**src/rtl/conv_display_sequencer.sv**
```systemverilog
// conv_display_sequencer
// Reads back the serial / 3x3 / 2x2 convolution result banks (four results
// each) and presents them one at a time to the display driver. Each result is
// held for DWELL_MAX+1 cycles; skip advances early.
// Optional build macro: DISP_HOLD_EN adds a 'hold' input that freezes the
// dwell counter (and masks skip) while a result is being shown.
module conv_display_sequencer #(
    parameter int DATA_W    = 8,
    parameter int CNT_W     = 27,
    parameter int DWELL_MAX = 99999999,
    parameter int RD_LAT    = 1
) (
    input  logic              clk,
    input  logic              rst_n,
    input  logic              start,
    input  logic [2:0]        bank_mask,
    input  logic              skip,
`ifdef DISP_HOLD_EN
    input  logic              hold,
`endif
    output logic              rd_en,
    output logic [1:0]        rd_bank,
    output logic [1:0]        rd_addr,
    input  logic [DATA_W-1:0] rd_data,
    output logic              dis_en,
    output logic [DATA_W-1:0] dis_data,
    output logic [1:0]        dis_bank,
    output logic [1:0]        dis_idx,
    output logic              busy,
    output logic              done
);

    localparam logic [CNT_W-1:0] DWELL_LAST = CNT_W'(DWELL_MAX);
    localparam logic [1:0]       WAIT_LAST  = 2'(RD_LAT - 1);

    typedef enum logic [2:0] {
        S_IDLE,
        S_FETCH,
        S_WAIT,
        S_SHOW,
        S_FINISH
    } state_t;

    state_t              state_reg, state_next;
    logic [2:0]          mask_reg, mask_next;
    logic [1:0]          bank_reg, bank_next;   // current position, also drives rd_bank
    logic [1:0]          idx_reg, idx_next;     // current position, also drives rd_addr
    logic [CNT_W-1:0]    dwell_reg;
    logic [1:0]          wait_reg;
    logic [DATA_W-1:0]   dis_data_reg;
    logic [1:0]          dis_bank_reg;
    logic [1:0]          dis_idx_reg;
    logic                dis_en_reg;

    logic                hold_eff;
    logic                advance;
    logic                capture;
    logic [1:0]          low_bank;
    logic [1:0]          up_bank;
    logic                up_found;

`ifdef DISP_HOLD_EN
    assign hold_eff = hold;
`else
    assign hold_eff = 1'b0;
`endif

    // Bank search: lowest bank enabled by the incoming mask, and the next
    // enabled bank above the current one in the latched mask.
    always_comb begin
        low_bank = 2'd0;
        for (int b = 2; b >= 0; b--) begin
            if (bank_mask[b]) begin
                low_bank = 2'(b);
            end
        end
        up_bank  = 2'd0;
        up_found = 1'b0;
        for (int b = 2; b >= 0; b--) begin
            if (mask_reg[b] && (2'(b) > bank_reg)) begin
                up_bank  = 2'(b);
                up_found = 1'b1;
            end
        end
    end

    // Next-state and position logic for the sequencer FSM.
    always_comb begin
        state_next = state_reg;
        mask_next  = mask_reg;
        bank_next  = bank_reg;
        idx_next   = idx_reg;
        advance    = (state_reg == S_SHOW) && !hold_eff &&
                     (skip || (dwell_reg == DWELL_LAST));
        capture    = (state_reg == S_WAIT) && (wait_reg == WAIT_LAST);
        case (state_reg)
            S_IDLE: begin
                if (start) begin
                    if (bank_mask != 3'b000) begin
                        mask_next  = bank_mask;
                        bank_next  = low_bank;
                        idx_next   = 2'd0;
                        state_next = S_FETCH;
                    end else begin
                        state_next = S_FINISH;
                    end
                end
            end
            S_FETCH: state_next = S_WAIT;
            S_WAIT: begin
                if (capture) begin
                    state_next = S_SHOW;
                end
            end
            S_SHOW: begin
                if (advance) begin
                    if (idx_reg != 2'd3) begin
                        idx_next   = idx_reg + 2'd1;
                        state_next = S_FETCH;
                    end else if (up_found) begin
                        bank_next  = up_bank;
                        idx_next   = 2'd0;
                        state_next = S_FETCH;
                    end else begin
                        state_next = S_FINISH;
                    end
                end
            end
            S_FINISH: state_next = S_IDLE;
            default:  state_next = S_IDLE;
        endcase
    end

    // State, latched mask and read position registers.
    always_ff @(posedge clk or negedge rst_n) begin
        if (!rst_n) begin
            state_reg <= S_IDLE;
            mask_reg  <= 3'b000;
            bank_reg  <= 2'd0;
            idx_reg   <= 2'd0;
        end else begin
            state_reg <= state_next;
            mask_reg  <= mask_next;
            bank_reg  <= bank_next;
            idx_reg   <= idx_next;
        end
    end

    // Dwell counter: runs only in SHOW, clears on advance, freezes on hold.
    always_ff @(posedge clk or negedge rst_n) begin
        if (!rst_n) begin
            dwell_reg <= '0;
        end else if ((state_reg != S_SHOW) || advance) begin
            dwell_reg <= '0;
        end else if (!hold_eff) begin
            dwell_reg <= dwell_reg + 1'b1;
        end
    end

    // Read-latency counter for the WAIT state.
    always_ff @(posedge clk or negedge rst_n) begin
        if (!rst_n) begin
            wait_reg <= 2'd0;
        end else if (state_reg == S_WAIT) begin
            wait_reg <= wait_reg + 2'd1;
        end else begin
            wait_reg <= 2'd0;
        end
    end

    // Display capture; dis_en stays up across refetches and drops for FINISH.
    always_ff @(posedge clk or negedge rst_n) begin
        if (!rst_n) begin
            dis_data_reg <= '0;
            dis_bank_reg <= 2'd0;
            dis_idx_reg  <= 2'd0;
            dis_en_reg   <= 1'b0;
        end else begin
            if (capture) begin
                dis_data_reg <= rd_data;
                dis_bank_reg <= bank_reg;
                dis_idx_reg  <= idx_reg;
                dis_en_reg   <= 1'b1;
            end else if (state_next == S_FINISH) begin
                dis_en_reg   <= 1'b0;
            end
        end
    end

    assign rd_en    = (state_reg == S_FETCH);
    assign rd_bank  = bank_reg;
    assign rd_addr  = idx_reg;
    assign dis_en   = dis_en_reg;
    assign dis_data = dis_data_reg;
    assign dis_bank = dis_bank_reg;
    assign dis_idx  = dis_idx_reg;
    assign busy     = (state_reg != S_IDLE);
    assign done     = (state_reg == S_FINISH);

endmodule

```
**config.mk**
```make
export PLATFORM = sky130hd
export DESIGN_NAME = conv_display_sequencer
export DESIGN_NICKNAME = d
export VERILOG_FILES = /design/src/rtl/conv_display_sequencer.sv
export SDC_FILE = /design/constraint.sdc
export NUM_CORES = 1
export LEC_CHECK = 0
export ABC_AREA = 1
export BUFFER_PORTS_ARGS = -buffer_cell sky130_fd_sc_hd__buf_4
export CORE_MARGIN = 2
export CORE_UTILIZATION = 57
export CTS_CLUSTER_DIAMETER = 40
export CTS_CLUSTER_SIZE = 20
export DETAILED_ROUTE_END_ITERATION = 16
export MAX_ROUTING_LAYER = met4
export PLACE_DENSITY = 0.79
export SLEW_MARGIN = 10
export SYNTH_ARGS = -nofsm -noshare
export SYNTH_HDL_FRONTEND = slang
export SYNTH_SLANG_ARGS = --single-unit
export TNS_END_PERCENT = 10
```
**constraint.sdc**
```tcl
create_clock -name clk -period 2 [get_ports clk]
set_input_delay 0.2 -clock clk [delete_from_list [all_inputs] [get_ports clk]]
set_output_delay 0.2 -clock clk [all_outputs]
set_load 0.05 [all_outputs]
```
==> results_dict.tcl <==
set metrics [dict create \
    run_status "finished, final reports clean" \
    maximum_number_of_pins_on_one_net_before_global_route_repair 52 \
    finalNetCount 377 \
    dieArea_um2 5341 \
    postSynthNetCount 337 \
    clk_latency_ns 0.30 \
    synth_top_family_by_area "simple AND/OR/NAND/NOR gates" \
    worst-path-max-fanout 26 \
    yosysTopAreaCellShare 0.4692 \
    die-width_um 73.08 \
    hold_path_depth 2 \
    proportion_of_register_bits_with_asynchronous_set_or_reset_after_synthesis 1.000 \
    cp.required_ns 2.22 \
    io_pins 35 \
    track_usage 0.2233 \
    cts.sinks 51 \
    power_density_nw_per_um2 1240 \
    class_of_the_worst_hold_path "input pin to register" \
    multiInputGateArea_um2 1216 \
    slew-limit-headroom 0.5926 \
    worst_r2r_startpoint "dwell_reg[0]" \
    setup.worst_path.end_class "register" \
    placement_rows 25 \
    viasPerCell 5.295 \
    worstReg2RegEnd "dwell_reg[14]" \
    clock_h_tree_levels 2 \
    cts.clk_slew.worst_paths_ns 0.10 \
    clock.fmax_mhz 549.4 \
    post-route-min-period_ns 1.820 \
    detailed_place_hpwl_um 3915 \
    synthDistinctLibCells 36 \
    core_region_area_um2 4661 \
    critPathLaunchType "register" \
    leakagePower_uw 0.001486 \
    routed-via-count 2192 \
    ff_latch_area_um2 1276 \
    timing_hold_violations_final 0 \
    r2r_setup_slack_ns 0.18 \
    fin_tns_setup_ns 0 \
    gate_count_post_synth 319 \
    grt_pass1_wl_um 9108 \
    post_synth_top_cells "52 x sky130_fd_sc_hd__nand2_1, 52 x sky130_fd_sc_hd__nor2_1, 51 x sky130_fd_sc_hd__dfrtp_1" \
    setup_viol 0 \
    initial_utilization 0.5836 \
    slew_at_the_pin_closest_to_its_max_slew_limit_ns 0.6112 \
    buffer_type_at_the_clock_tree_root "sky130_fd_sc_hd__clkbuf_8" \
    worstSetupStartpoint "dwell_reg[0]" \
    yosysWarningCount 0 \
    fillers 397 \
    synthAdderAreaFrac 0.01380 \
    worst_slack_ns 0.1797 \
    synth_xor_xnor_area_share 0.02898 \
    timing.reg2reg.worst_path_depth 9 \
    synth_edf_count 0 \
    cts_tree "yes" \
    synth.area.mux_share 0.04554 \
    cts_setup_buffers 0 \
    cts-buffers-inserted 5 \
    syn-cell-area_um2 2720 \
    grt_overflow 0 \
    route.detailed.wl_per_inst_um 12.61 \
    dr.first_iter.drc_count 122 \
    final_layout_size_suffix_gt1_frac 0.2194 \
    drv_slew 0 \
    hp-start "rd_data[4]" \
    fp.dieH_um 73.08 \
    ys_top_cells_by_area "sky130_fd_sc_hd__dfrtp_1 47%, sky130_fd_sc_hd__nand2_1 7.2%, sky130_fd_sc_hd__nor2_1 7.2%, sky130_fd_sc_hd__inv_1 6.3%, sky130_fd_sc_hd__mux2_2 4.6%" \
    postSynthAreaPerCell_um2 8.527 \
    compound_cell_area_share_of_the_yosys_netlist 0.03680 \
    synth_seq_area_share 0.4692 \
    place_ws_ns 0.1618 \
    rsz0062_at_grt "false" \
    post-route-period-util 0.9101 \
    clk_path_buf_depth 2 \
    max-vdd-ir-drop_mv 0.9839 \
    gpl.final_weighted_congestion 0.9474 \
    post-synth-top-area-cell "sky130_fd_sc_hd__dfrtp_1" \
    hold_path_end "dis_data[4]" \
    finalClockSkew_ns 0.008026 \
    timing.hold.ws_ns 0.1267 \
    worst-endpoint-arrival_ns 2.04 \
    number_of_flip_flops_and_latches_in_the_synthesized_netlist 51 \
    simple_gate_share_of_the_synthesized_area 0.3220 \
    num_antenna_cells 0 \
    grt_pass1_vias 2076 \
    dr.pass1.iters 4 \
    drt-total-wl_um 5220 \
    grt_antenna_before_repair 0 \
    yosys_most_used_dff "sky130_fd_sc_hd__dfrtp_1" \
    syn_to_final_growth_pct 15.36 \
    place.port_buffers 34 \
    route.antenna.remaining_nets 0 \
    max_cap_violations 0 \
    drc_errors 0 \
    timing_worst_setup_path_type "register to register" \
    largest_reg_flops 27 \
]
[layout make-up]
class	count	area share
inverters	49	0.05901
flip-flops and latches	51	0.4067
clock inverters	3	0.01396
well taps	54	0.02153
repair buffers	37	0.08931
clock buffers	5	0.02193
multi-input cells	215	0.3876
[logic make-up after synthesis]
group | after synthesis
compound gates | 18
buf+inv | 53
flops | 51
xor+xnor | 9
fa+ha+maj | 3
simple gates | 174
mux | 11
[layer usage]
metal	vias up	track usage	routed length [um]
li1	1100	-	-
met1	1025	0.2887	2378
met2	57	0.3514	2512
met3	10	0.04558	252
met4	0	0.07407	77
met5	-	-	0
[report_power, final]
part / leakage (uW) / switching (uW) / total [uW] / internal (uW)
clock: 0.0000581 / 351 / 724 / 373
sequential: 0.000675 / 153 / 1410 / 1260
combinational: 0.000753 / 1180 / 1760 / 579
total: 0.00149 / 1680 / 3890 / 2210
[critical path, cell delays in order (launching register included)]
cell	delay, ns
sky130_fd_sc_hd__dfrtp_1	0.40
sky130_fd_sc_hd__ha_1	0.21
sky130_fd_sc_hd__nand2_1	0.09
sky130_fd_sc_hd__nor2_2	0.06
sky130_fd_sc_hd__nand2_4	0.11
sky130_fd_sc_hd__nor2_1	0.06
sky130_fd_sc_hd__nand2_2	0.08
sky130_fd_sc_hd__nand3_4	0.26
sky130_fd_sc_hd__buf_4	0.27
sky130_fd_sc_hd__nor3_1	0.19
[through the flow]
step | utilization | std cells | total power (uW) | area [um^2]
after floorplan | - | 319 | 2744 | 2720
after global placement | 0.6470 | 405 | 3160 | 3015
after detailed placement | 0.6470 | 405 | 3197 | 3015
after CTS | 0.6733 | 414 | 3921 | 3138
after global routing | 0.6733 | 414 | 4114 | 3138
final | 0.6733 | 414 | 3891 | 3138
[worst max-delay path by stage]
stage | endpoint | slack [ns] | depth (start not counted)
after floorplan | state_reg[1] | 0.19 | 2
after global placement | dwell_reg[15] | 0.26 | 9
after detailed placement | dwell_reg[14] | 0.16 | 9
after CTS | dwell_reg[14] | 0.15 | 9
after global routing | rd_bank[1] | 0.02 | 10
final | dwell_reg[14] | 0.18 | 9
[cells in the final DEF (no fill, tap or decap), types with 2 or more instances in the layout]
cell type / instances
sky130_fd_sc_hd__nor2_4: 3
sky130_fd_sc_hd__buf_4: 36
sky130_fd_sc_hd__nor3b_1: 8
sky130_fd_sc_hd__nor2_1: 52
sky130_fd_sc_hd__nor2_2: 4
sky130_fd_sc_hd__nand3_1: 16
sky130_fd_sc_hd__clkinv_2: 2
sky130_fd_sc_hd__nor3_1: 13
sky130_fd_sc_hd__o21ai_0: 2
sky130_fd_sc_hd__o31ai_1: 2
sky130_fd_sc_hd__mux2_2: 11
sky130_fd_sc_hd__o21ai_1: 2
sky130_fd_sc_hd__ha_1: 3
sky130_fd_sc_hd__nand2_2: 4
sky130_fd_sc_hd__nor3_2: 4
sky130_fd_sc_hd__dfrtp_1: 51
sky130_fd_sc_hd__clkbuf_8: 5
sky130_fd_sc_hd__xor2_1: 8
sky130_fd_sc_hd__inv_1: 46
sky130_fd_sc_hd__inv_2: 2
sky130_fd_sc_hd__nand4_1: 9
sky130_fd_sc_hd__a21oi_1: 10
sky130_fd_sc_hd__nand2_1: 52
[repair_timing]
| action | in CTS | in global routing |
|---|---|---|
| hold endpoints to repair | 51 | 0 |
| hold buffers | 1 | 0 |
| resized for setup | 0 | 0 |
| endpoints found under the setup margin | 0 | 0 |
No activity file was read; power rests on OpenSTA's default activity.
